--- src/rtl/multicycle_ctrl_fsm_if.sv ---
// Handshake and control bundle between the multicycle control FSM and its
// environment: instruction fields and memory-ready in, datapath controls out.
interface multicycle_ctrl_fsm_if;
  logic [1:0] op;
  logic [5:0] funct;
  logic       mem_ready;

  logic       ir_write;
  logic       next_pc;
  logic       adr_src;
  logic       alu_src_a;
  logic [1:0] alu_src_b;
  logic [1:0] result_src;
  logic       alu_op;
  logic       reg_w;
  logic       mem_w;
  logic       branch;
  logic [1:0] flag_w;
  logic [3:0] state;

  modport master (
    output op, funct, mem_ready,
    input  ir_write, next_pc, adr_src, alu_src_a, alu_src_b, result_src,
           alu_op, reg_w, mem_w, branch, flag_w, state
  );

  modport slave (
    input  op, funct, mem_ready,
    output ir_write, next_pc, adr_src, alu_src_a, alu_src_b, result_src,
           alu_op, reg_w, mem_w, branch, flag_w, state
  );
endinterface

--- src/rtl/multicycle_ctrl_fsm.sv ---
// Main control FSM of the multicycle datapath: sequences fetch, decode,
// execute, memory and writeback, and stalls on the memory-ready handshake.
module multicycle_ctrl_fsm (
  input logic                  clk,
  input logic                  rst,
  multicycle_ctrl_fsm_if.slave bus
);

  typedef enum logic [3:0] {
    S_FETCH  = 4'd0,
    S_DECODE = 4'd1,
    S_MEMADR = 4'd2,
    S_MEMRD  = 4'd3,
    S_MEMWB  = 4'd4,
    S_MEMWR  = 4'd5,
    S_EXECR  = 4'd6,
    S_EXECI  = 4'd7,
    S_ALUWB  = 4'd8,
    S_BRANCH = 4'd9
  } state_t;

  state_t r_state;
  state_t w_next_state;

  logic       w_ir_write;
  logic       w_next_pc;
  logic       w_adr_src;
  logic       w_alu_src_a;
  logic [1:0] w_alu_src_b;
  logic [1:0] w_result_src;
  logic       w_alu_op;
  logic       w_reg_w;
  logic       w_mem_w;
  logic       w_branch;
  logic [1:0] w_flag_w;

  // TST/TEQ/CMP/CMN (cmd 10xx) only update flags and skip register writeback.
  function automatic logic is_test_cmd(input logic [3:0] cmd);
    return (cmd[3:2] == 2'b10);
  endfunction

  // State register with synchronous reset.
  always_ff @(posedge clk) begin
    if (rst) begin
      r_state <= S_FETCH;
    end else begin
      r_state <= w_next_state;
    end
  end

  // Next-state decode.
  always_comb begin
    w_next_state = S_FETCH;
    case (r_state)
      S_FETCH: begin
        if (bus.mem_ready) begin
          w_next_state = S_DECODE;
        end else begin
          w_next_state = S_FETCH;
        end
      end
      S_DECODE: begin
        case (bus.op)
          2'b00: begin
            if (bus.funct[5]) begin
              w_next_state = S_EXECI;
            end else begin
              w_next_state = S_EXECR;
            end
          end
          2'b01:   w_next_state = S_MEMADR;
          2'b10:   w_next_state = S_BRANCH;
          default: w_next_state = S_FETCH;
        endcase
      end
      S_EXECR, S_EXECI: begin
        if (is_test_cmd(bus.funct[4:1])) begin
          w_next_state = S_FETCH;
        end else begin
          w_next_state = S_ALUWB;
        end
      end
      S_ALUWB: w_next_state = S_FETCH;
      S_MEMADR: begin
        if (bus.funct[0]) begin
          w_next_state = S_MEMRD;
        end else begin
          w_next_state = S_MEMWR;
        end
      end
      S_MEMRD: begin
        if (bus.mem_ready) begin
          w_next_state = S_MEMWB;
        end else begin
          w_next_state = S_MEMRD;
        end
      end
      S_MEMWB: w_next_state = S_FETCH;
      S_MEMWR: begin
        if (bus.mem_ready) begin
          w_next_state = S_FETCH;
        end else begin
          w_next_state = S_MEMWR;
        end
      end
      S_BRANCH: w_next_state = S_FETCH;
      default:  w_next_state = S_FETCH;
    endcase
  end

  // Output decode; reset overrides the state so enables drop the same cycle.
  always_comb begin
    w_ir_write   = 1'b0;
    w_next_pc    = 1'b0;
    w_adr_src    = 1'b0;
    w_alu_src_a  = 1'b0;
    w_alu_src_b  = 2'b00;
    w_result_src = 2'b00;
    w_alu_op     = 1'b0;
    w_reg_w      = 1'b0;
    w_mem_w      = 1'b0;
    w_branch     = 1'b0;
    w_flag_w     = 2'b00;
    if (rst) begin
      w_alu_src_a  = 1'b1;
      w_alu_src_b  = 2'b10;
      w_result_src = 2'b10;
    end else begin
      case (r_state)
        S_FETCH: begin
          w_alu_src_a  = 1'b1;
          w_alu_src_b  = 2'b10;
          w_result_src = 2'b10;
          w_ir_write   = bus.mem_ready;
          w_next_pc    = bus.mem_ready;
        end
        S_DECODE: begin
          w_alu_src_a  = 1'b1;
          w_alu_src_b  = 2'b10;
          w_result_src = 2'b10;
        end
        S_EXECR: begin
          w_alu_op = 1'b1;
          w_flag_w = bus.funct[0] ? 2'b11 : 2'b00;
        end
        S_EXECI: begin
          w_alu_src_b = 2'b01;
          w_alu_op    = 1'b1;
          w_flag_w    = bus.funct[0] ? 2'b11 : 2'b00;
        end
        S_ALUWB: begin
          w_result_src = 2'b00;
          w_reg_w      = 1'b1;
        end
        S_MEMADR: begin
          w_alu_src_b = 2'b01;
        end
        S_MEMRD: begin
          w_adr_src = 1'b1;
        end
        S_MEMWB: begin
          w_result_src = 2'b01;
          w_reg_w      = 1'b1;
        end
        S_MEMWR: begin
          w_adr_src = 1'b1;
          w_mem_w   = 1'b1;
        end
        S_BRANCH: begin
          w_alu_src_b  = 2'b01;
          w_result_src = 2'b10;
          w_branch     = 1'b1;
        end
        default: begin
          w_ir_write = 1'b0;
        end
      endcase
    end
  end

  assign bus.ir_write   = w_ir_write;
  assign bus.next_pc    = w_next_pc;
  assign bus.adr_src    = w_adr_src;
  assign bus.alu_src_a  = w_alu_src_a;
  assign bus.alu_src_b  = w_alu_src_b;
  assign bus.result_src = w_result_src;
  assign bus.alu_op     = w_alu_op;
  assign bus.reg_w      = w_reg_w;
  assign bus.mem_w      = w_mem_w;
  assign bus.branch     = w_branch;
  assign bus.flag_w     = w_flag_w;
  assign bus.state      = r_state;

endmodule

--- src/flat_wrapper.sv ---
// flat-port wrapper written by rule: the top's interface ports become plain ports
module multicycle_ctrl_fsm_flat 
  (clk, rst, bus_op, bus_funct, bus_mem_ready, bus_ir_write, bus_next_pc, bus_adr_src, bus_alu_src_a, bus_alu_src_b, bus_result_src, bus_alu_op, bus_reg_w, bus_mem_w, bus_branch, bus_flag_w, bus_state);
  multicycle_ctrl_fsm_if bus_i ();
  input logic clk;
  input logic rst;
  input wire logic [$bits(bus_i.op)-1:0] bus_op;
  input wire logic [$bits(bus_i.funct)-1:0] bus_funct;
  input wire logic [$bits(bus_i.mem_ready)-1:0] bus_mem_ready;
  output wire logic [$bits(bus_i.ir_write)-1:0] bus_ir_write;
  output wire logic [$bits(bus_i.next_pc)-1:0] bus_next_pc;
  output wire logic [$bits(bus_i.adr_src)-1:0] bus_adr_src;
  output wire logic [$bits(bus_i.alu_src_a)-1:0] bus_alu_src_a;
  output wire logic [$bits(bus_i.alu_src_b)-1:0] bus_alu_src_b;
  output wire logic [$bits(bus_i.result_src)-1:0] bus_result_src;
  output wire logic [$bits(bus_i.alu_op)-1:0] bus_alu_op;
  output wire logic [$bits(bus_i.reg_w)-1:0] bus_reg_w;
  output wire logic [$bits(bus_i.mem_w)-1:0] bus_mem_w;
  output wire logic [$bits(bus_i.branch)-1:0] bus_branch;
  output wire logic [$bits(bus_i.flag_w)-1:0] bus_flag_w;
  output wire logic [$bits(bus_i.state)-1:0] bus_state;
  assign bus_i.op = bus_op;
  assign bus_i.funct = bus_funct;
  assign bus_i.mem_ready = bus_mem_ready;
  assign bus_ir_write = bus_i.ir_write;
  assign bus_next_pc = bus_i.next_pc;
  assign bus_adr_src = bus_i.adr_src;
  assign bus_alu_src_a = bus_i.alu_src_a;
  assign bus_alu_src_b = bus_i.alu_src_b;
  assign bus_result_src = bus_i.result_src;
  assign bus_alu_op = bus_i.alu_op;
  assign bus_reg_w = bus_i.reg_w;
  assign bus_mem_w = bus_i.mem_w;
  assign bus_branch = bus_i.branch;
  assign bus_flag_w = bus_i.flag_w;
  assign bus_state = bus_i.state;
  multicycle_ctrl_fsm u_core (.clk(clk), .rst(rst), .bus(bus_i));
endmodule
--- config.mk ---
export PLATFORM = sky130hd
export DESIGN_NAME = multicycle_ctrl_fsm_flat
export DESIGN_NICKNAME = d
export VERILOG_FILES = /design/src/rtl/multicycle_ctrl_fsm_if.sv /design/src/rtl/multicycle_ctrl_fsm.sv /design/src/flat_wrapper.sv
export SDC_FILE = /design/constraint.sdc
export NUM_CORES = 1
export LEC_CHECK = 0
export BUFFER_PORTS_ARGS = -buffer_cell sky130_fd_sc_hd__clkbuf_2
export CORE_AREA = 2 2 39 41
export DETAILED_ROUTE_END_ITERATION = 10
export DIE_AREA = 0 0 41 43
export HOLD_SLACK_MARGIN = 0.05
export PLACE_DENSITY = 0.65
export RECOVER_POWER = 100
export SYNTH_ARGS = -nofsm -noshare
export SYNTH_HDL_FRONTEND = slang
export SYNTH_SLANG_ARGS = --single-unit
--- constraint.sdc ---
create_clock -name clk -period 1.3 [get_ports clk]
set_input_delay 0.065 -clock clk [delete_from_list [all_inputs] [get_ports clk]]
set_output_delay 0.065 -clock clk [all_outputs]
set_load 0.1 [all_outputs]
==> results of run 1 <==
-- worst max-delay path: stages (launching register included) --
cell	delay, ns
dfxtp_4	0.36
or2_4	0.24
buf_4	0.14
buf_6	0.11
or4b_1	0.46
a21boi_1	0.14
-- cell usage after synthesis --
cell type / count / share of area
nor2_1: 7 / 0.064
buf_4: 4 / 0.073
dfxtp_1: 4 / 0.20
nor4_1: 3 / 0.046
a211oi_1: 2 / 0.037
and3_1: 2 / 0.031
clkbuf_1: 2 / 0.018
nand2_1: 2 / 0.018
nand2b_1: 2 / 0.031
nor2b_1: 2 / 0.031
nor3_1: 2 / 0.024
nor4b_1: 2 / 0.043
o31a_1: 2 / 0.043
or2_2: 2 / 0.031
xnor2_1: 2 / 0.043
a21boi_0: 1 / 0.018
a21boi_1: 1 / 0.018
a21o_1: 1 / 0.018
a21oi_1: 1 / 0.012
and2_1: 1 / 0.015
and2b_1: 1 / 0.018
buf_2: 1 / 0.012
inv_1: 1 / 0.0092
nand3_1: 1 / 0.012
nor3b_1: 1 / 0.018
o21ai_0: 1 / 0.012
or2_4: 1 / 0.021
or2b_1: 1 / 0.018
or3b_1: 1 / 0.021
or4b_1: 1 / 0.024
xor2_1: 1 / 0.021
-- final timing paths --
check / to / cells past startpoint / from / slack (ns)
max: u_core.bus.state[3] / 5 / u_core.bus.state[3] / -0.23
min: u_core.bus.state[1] / 2 / rst / 0.11
max reg2reg: u_core.bus.state[3] / 5 / u_core.bus.state[3] / -0.23
min reg2reg: u_core.bus.state[3] / 3 / u_core.bus.state[2] / 0.65
-- kinds of logic (layout without fill, tap and decap cells) --
kind of cell,count (synthesis),in the layout,share of synthesized area
compound gates,9,9,0.1590
xor+xnor,3,3,0.06423
flops,4,4,0.1957
simple gates,32,32,0.4679
buf+inv,8,47,0.1131
-- metrics by stage --
| stage | util | worst slack (ns) | setup TNS (ns) |
|---|---|---|---|
| global placement | 0.6863 | -0.02844 | -0.02844 |
| detailed placement | 0.6863 | -0.04254 | -0.08480 |
| CTS | 0.7486 | -0.2227 | -1.295 |
| floorplan | - | -1.008 | -5.627 |
| global route | 0.8074 | -0.2523 | -2.332 |
| finish | 0.8074 | -0.2278 | -1.717 |
-- layer usage --
metal	vias up	wire [µm]
li1	274	-
met1	248	610
met2	21	860
met3	0	70
met4	0	0
met5	-	0
-- cell type report --
class	count	area (µm²)
Clock buffer	3	22.52
Fill cell	78	266.5
Inverter	1	3.754
Multi-Input combinational cell	44	465.4
Sequential cell	4	95.09
Tap cell	16	20.02
Timing Repair Buffer	43	510.5
-- repair_timing --
item	4_1_cts	5_1_grt
setup endpoints to repair	14	16
gates resized for setup	10	13
buffers inserted	3	4
endpoints found under the hold margin	0	0
pin swaps	5	6
-- power by group through the flow --
stage / logic (mW) / registers, mW / clock network, mW
floorplan: 0.244 / 0.192 / 0
global placement: 0.422 / 0.138 / 0
detailed placement: 0.428 / 0.139 / 0
CTS: 0.451 / 0.138 / 0.160
global route: 0.497 / 0.140 / 0.168
finish: 0.479 / 0.139 / 0.153
==> flow_metrics.env, run 1 <==
export IMPL_outcome="finished, violations left"
export IMPL_violations="setup timing"
export IMPL_fin_skew_ns=0.008937
export IMPL_fin_nets=108
export IMPL_htree_levels=1
export IMPL_end_kind="flip-flop"
export IMPL_grt_max_degree=10
export IMPL_grt_busiest_layer="met2"
export IMPL_place_congestion=0.7588
export IMPL_setup_ws_ns=-0.2278
export IMPL_first_pass_iters=4
export IMPL_dpl_hpwl_um=1041
export IMPL_power_total_mw=0.7716
export IMPL_start_util=0.2957
export IMPL_hp_class="input pin to flip-flop"
export IMPL_grt_ovfl_total=0
export IMPL_switching_share=0.4568
export IMPL_antenna_found_initial=0
export IMPL_syn_num_nets=67
export IMPL_switchingPower_mw=0.3525
export IMPL_seq_power_share=0.180
export IMPL_placedCellCount=101
export IMPL_fin_cells=111
export IMPL_power_internal_mw=0.4191
export IMPL_power_per_cell_area_mw_per_mm2=690.6
export IMPL_largest_reg_flops=4
export IMPL_syn_area_um2=409.1
export IMPL_met3_usage=0.03141
export IMPL_p_comb_frac=0.621
export IMPL_yosysWarnings=0
export IMPL_finalCritPeriodShare=1.175
export IMPL_final_cell_mix="13 x buf_12, 11 x buf_4, 8 x clkbuf_2"
export IMPL_setup_violations=14
export IMPL_slew_viol_final=0
export IMPL_ir_drop_mv=0.8800
export IMPL_tightest_slew_ns=0.4197
export IMPL_cts_buffer_depth=2
export IMPL_layout_commonest_cell="buf_12"
export IMPL_detail_route_antenna_nets=0
export IMPL_cts_tree="yes"
export IMPL_cts_buffers=3
export IMPL_finalHoldViolations=0
export IMPL_leakage_nw=0.4535
export IMPL_fin_area_mm2=0.001117
export IMPL_grt_usage=0.1765
export IMPL_globalRouteMet1Util=0.2115
export IMPL_core_area_mm2=0.001384
export IMPL_numClockSinks=4
export IMPL_avgSynthCellArea_um2=7.306
export IMPL_synth_cell_types=31
export IMPL_cts_hold_buf=0
export IMPL_worst_hold_slack_ns=0.1147
export IMPL_clock_latency_ns=0.24
export IMPL_worst_path_max_fanout=4
export IMPL_wire_per_inst_um=13.88
export IMPL_cts_root_buf="clkbuf_4"
export IMPL_relSlewSlack=0.7177
export IMPL_drc=0
export IMPL_grt_pass1_wl_um=2208
export IMPL_vias_per_cell=4.892
export IMPL_drv_cap=0
export IMPL_drtIter0Drc=4
export IMPL_required_ns=1.46
export IMPL_n_antenna_cell=0
export IMPL_crit_type="flip-flop to flip-flop"
export IMPL_dpl_cell_area_um2=949.7
export IMPL_p_clk_frac=0.199
export IMPL_synth_cells=56
export IMPL_fmax_mhz=654.6
export IMPL_synth_seq_area_share=0.1957
export IMPL_cp_arrival_ns=1.69
export IMPL_ios=29
export IMPL_dieHeight_um=43
export IMPL_rsz0062_at_grt="true"
export IMPL_die_area_mm2=0.001763
export IMPL_wl_um=1541
export IMPL_rows=14
export IMPL_synthToLayoutAreaGrowth_pct=173.1
export IMPL_drive_above_1_share=0.7684
export IMPL_grt_use_met2=0.3063
export IMPL_die_width_um=41
export IMPL_grt_pass1_vias=525
export IMPL_path_clk_slew_ns=0.04
export IMPL_cp_start_kind="flip-flop"
export IMPL_num_vias=543
export IMPL_min_period_ns=1.528
export IMPL_ys_ff_latch=4
export IMPL_portBuffers=26
Power figures use the tool's default switching activity.
==> run 2, diff against run 1 <==
ABC_AREA = 1   (was unset)
CTS_BUF_LIST = sky130_fd_sc_hd__clkbuf_4   (was unset)
PLACE_DENSITY = unset   (was 0.65)
==> flow_metrics.env, run 2 <==
export IMPL_tightest_slew_ns=0.5396
export IMPL_final_cell_mix="16 x buf_4, 14 x buf_12, 11 x nand2_1"
export IMPL_synth_xor_area_frac=0
export IMPL_power_internal_mw=0.4018
export IMPL_seq_power_share=0.192
export IMPL_worst_path_largest_cell_delay_ns=0.39
export IMPL_synth_seq_area_share=0.1988
export IMPL_synth_commonest_cells="17 x nand2_1, 14 x nor2_1, 13 x inv_1, 12 x nand3_1, 4 x dfxtp_1"
export IMPL_synthMuxAreaShare=0
export IMPL_fin_cells=134
export IMPL_end_kind="primary output"
export IMPL_switchingPower_mw=0.3851
export IMPL_r2r_start="u_core.bus.state[3]"
export IMPL_synth_compound_area_frac=0.06832
export IMPL_cp_depth=7
export IMPL_layout_commonest_cell="buf_4"
export IMPL_drc=0
export IMPL_crit_slowest_cell="dfxtp_4"
export IMPL_grt_pass1_vias=578
export IMPL_rows=14
export IMPL_hold_path_depth=3
export IMPL_synth_top_cell_by_area="dfxtp_1"
export IMPL_cp_startpoint="u_core.bus.state[0]"
export IMPL_worst_path_max_fanout=6
export IMPL_cp_start_kind="flip-flop"
export IMPL_core_area_mm2=0.001384
export IMPL_detail_route_antenna_nets=0
export IMPL_vias_per_cell=4.619
export IMPL_required_ns=1.24
export IMPL_die_width_um=41
export IMPL_cp_top_family="flip-flops"
export IMPL_wire_per_inst_um=10.41
export IMPL_finalCritPeriodShare=1.102
export IMPL_num_vias=619
export IMPL_path_clk_slew_ns=0.04
export IMPL_largest_reg_flops=4
export IMPL_finalHoldViolations=0
export IMPL_dieHeight_um=43
export IMPL_worstReg2RegEnd="u_core.bus.state[0]"
export IMPL_cts_tree="yes"
export IMPL_p_clk_frac=0.189
export IMPL_ff2ff_setup_slack_ns=0.11
export IMPL_yosys_area_top_type_share=0.1988
export IMPL_outcome="finished, violations left"
export IMPL_placedCellCount=117
export IMPL_htree_levels=1
export IMPL_fin_skew_ns=0.003502
export IMPL_crit_type="flip-flop to primary output"
export IMPL_synthSimpleGateAreaFrac=0.5373
export IMPL_setup_violations=11
export IMPL_power_per_cell_area_mw_per_mm2=721.2
export IMPL_synthFlopType="dfxtp_1"
export IMPL_min_period_ns=1.433
export IMPL_drv_cap=0
export IMPL_dpl_hpwl_um=966.6
export IMPL_synth_cells=76
export IMPL_drtIter0Drc=24
export IMPL_die_area_mm2=0.001763
export IMPL_ys_async_sr_fraction=0
export IMPL_cts_root_buf="clkbuf_4"
export IMPL_grt_usage=0.1717
export IMPL_pre_cts_ws_ns=0.04663
export IMPL_syn_num_nets=87
export IMPL_n_antenna_cell=0
export IMPL_portBuffers=26
export IMPL_yosysMostFrequentCell="nand2_1"
export IMPL_syn_area_um2=402.9
export IMPL_avgSynthCellArea_um2=5.301
export IMPL_relSlewSlack=0.6418
export IMPL_synthToLayoutAreaGrowth_pct=170.8
export IMPL_fin_nets=131
export IMPL_cp_arrival_ns=1.37
export IMPL_violations="setup timing"
export IMPL_slew_viol_final=0
export IMPL_setup_ws_ns=-0.1327
export IMPL_place_congestion=0.8448
export IMPL_final_util=0.7884
export IMPL_synthAdderAreaFrac=0
export IMPL_numClockSinks=4
export IMPL_path_buf_inv=3
export IMPL_start_util=0.2911
export IMPL_fmax_mhz=698.0
export IMPL_grt_pass1_wl_um=2221
export IMPL_grt_max_degree=7
export IMPL_p_comb_frac=0.619
export IMPL_ir_drop_mv=0.9951
export IMPL_clock_latency_ns=0.23
export IMPL_first_pass_iters=4
export IMPL_drive_above_1_share=0.6610
export IMPL_cts_buffer_depth=2
export IMPL_synth_top_family_by_area="simple AND/OR/NAND/NOR gates"
export IMPL_hp_start="bus_op[1]"
export IMPL_synth_cell_types=15
export IMPL_wl_um=1395
export IMPL_grt_ovfl_total=0
export IMPL_synth_area_leaders="dfxtp_1 20%, nand2_1 16%, nand3_1 15%"
export IMPL_synth_edff_count=0
export IMPL_ys_ff_latch=4
export IMPL_yosysWarnings=0
export IMPL_rsz0062_at_grt="true"
export IMPL_ios=29
export IMPL_hp_class="input pin to flip-flop"
export IMPL_switching_share=0.4894
export IMPL_endpoint="bus_alu_src_b[0]"
export IMPL_leakage_nw=0.5009
export IMPL_worstRegToRegCells=9
export IMPL_antenna_found_initial=0
export IMPL_critical_path_cell_chain="inv_4 -> nor2_4 -> nand3_2 -> o211ai_1 -> nand2_1 -> clkinvlp_4 -> buf_12"
export IMPL_cts_buffers=3
run 2: worst min-delay path by stage:
stage          slack, ns                  end
3_3_place_gp        0.34  u_core.bus.state[3]
5_1_grt             0.15  u_core.bus.state[3]
3_5_place_dp        0.35  u_core.bus.state[3]
6_report            0.11  u_core.bus.state[3]
2_1_floorplan       0.21  u_core.bus.state[3]
4_1_cts             0.11  u_core.bus.state[3]
run 2: final cells by class:
class                           instances  area (µm²)
Timing Repair Buffer                   43       483.0
Multi-Input combinational cell         54       406.6
Fill cell                              81       292.8
Sequential cell                         4       95.09
Inverter                               14       63.81
Clock buffer                            3       22.52
Tap cell                               16       20.02
run 2: power by group through the flow:
stage,Sequential (mW),Clock [mW],Combinational (mW)
after floorplan,0.210,0,0.253
after global routing,0.153,0.155,0.511
after detailed placement,0.152,0,0.412
after CTS,0.150,0.151,0.455
final,0.151,0.149,0.487
after global placement,0.151,0,0.410
run 2: worst register-to-register path, stage by stage, from the launching register on:
cell	delay (ns)
dfxtp_4	0.38
inv_4	0.05
buf_4	0.12
buf_4	0.12
nand2_1	0.06
nor2_1	0.06
nand2_1	0.05
nand2_1	0.04
nor2_1	0.12
nor2_1	0.06
run 2: cells by family after synthesis:
group,count (synthesis)
flops,4
compound gates,5
buf+inv,18
simple gates,49
run 2: routing by layer:
| layer | wire length (µm) | up-vias | track usage |
|---|---|---|---|
| met3 | 78 | 0 | 0.01571 |
| li1 | - | 321 | - |
| met2 | 732 | 26 | 0.2969 |
| met1 | 584 | 272 | 0.2219 |
| met5 | 0 | - | 0 |
| met4 | 0 | 0 | 0.02667 |
run 2: stage by stage:
stage	power [mW]	cell area [µm²]	hold slack, ns	setup TNS, ns
finish	0.7869	1091	0.1113	-0.7445
global route	0.8192	1091	0.1504	-1.367
CTS	0.7563	1032	0.1136	-0.7321
detailed placement	0.5636	908.4	0.3513	0
global placement	0.5614	908.4	0.3431	0
floorplan	0.4625	579.3	0.2148	-3.875
run 2: what timing repair did:
action / in CTS / in global routing
gates cloned: 0 / 0
pin swaps: 7 / 1
hold buffers: 0 / 0
setup buffers: 9 / 5
gates resized for setup: 11 / 6
setup endpoints to repair: 13 / 13
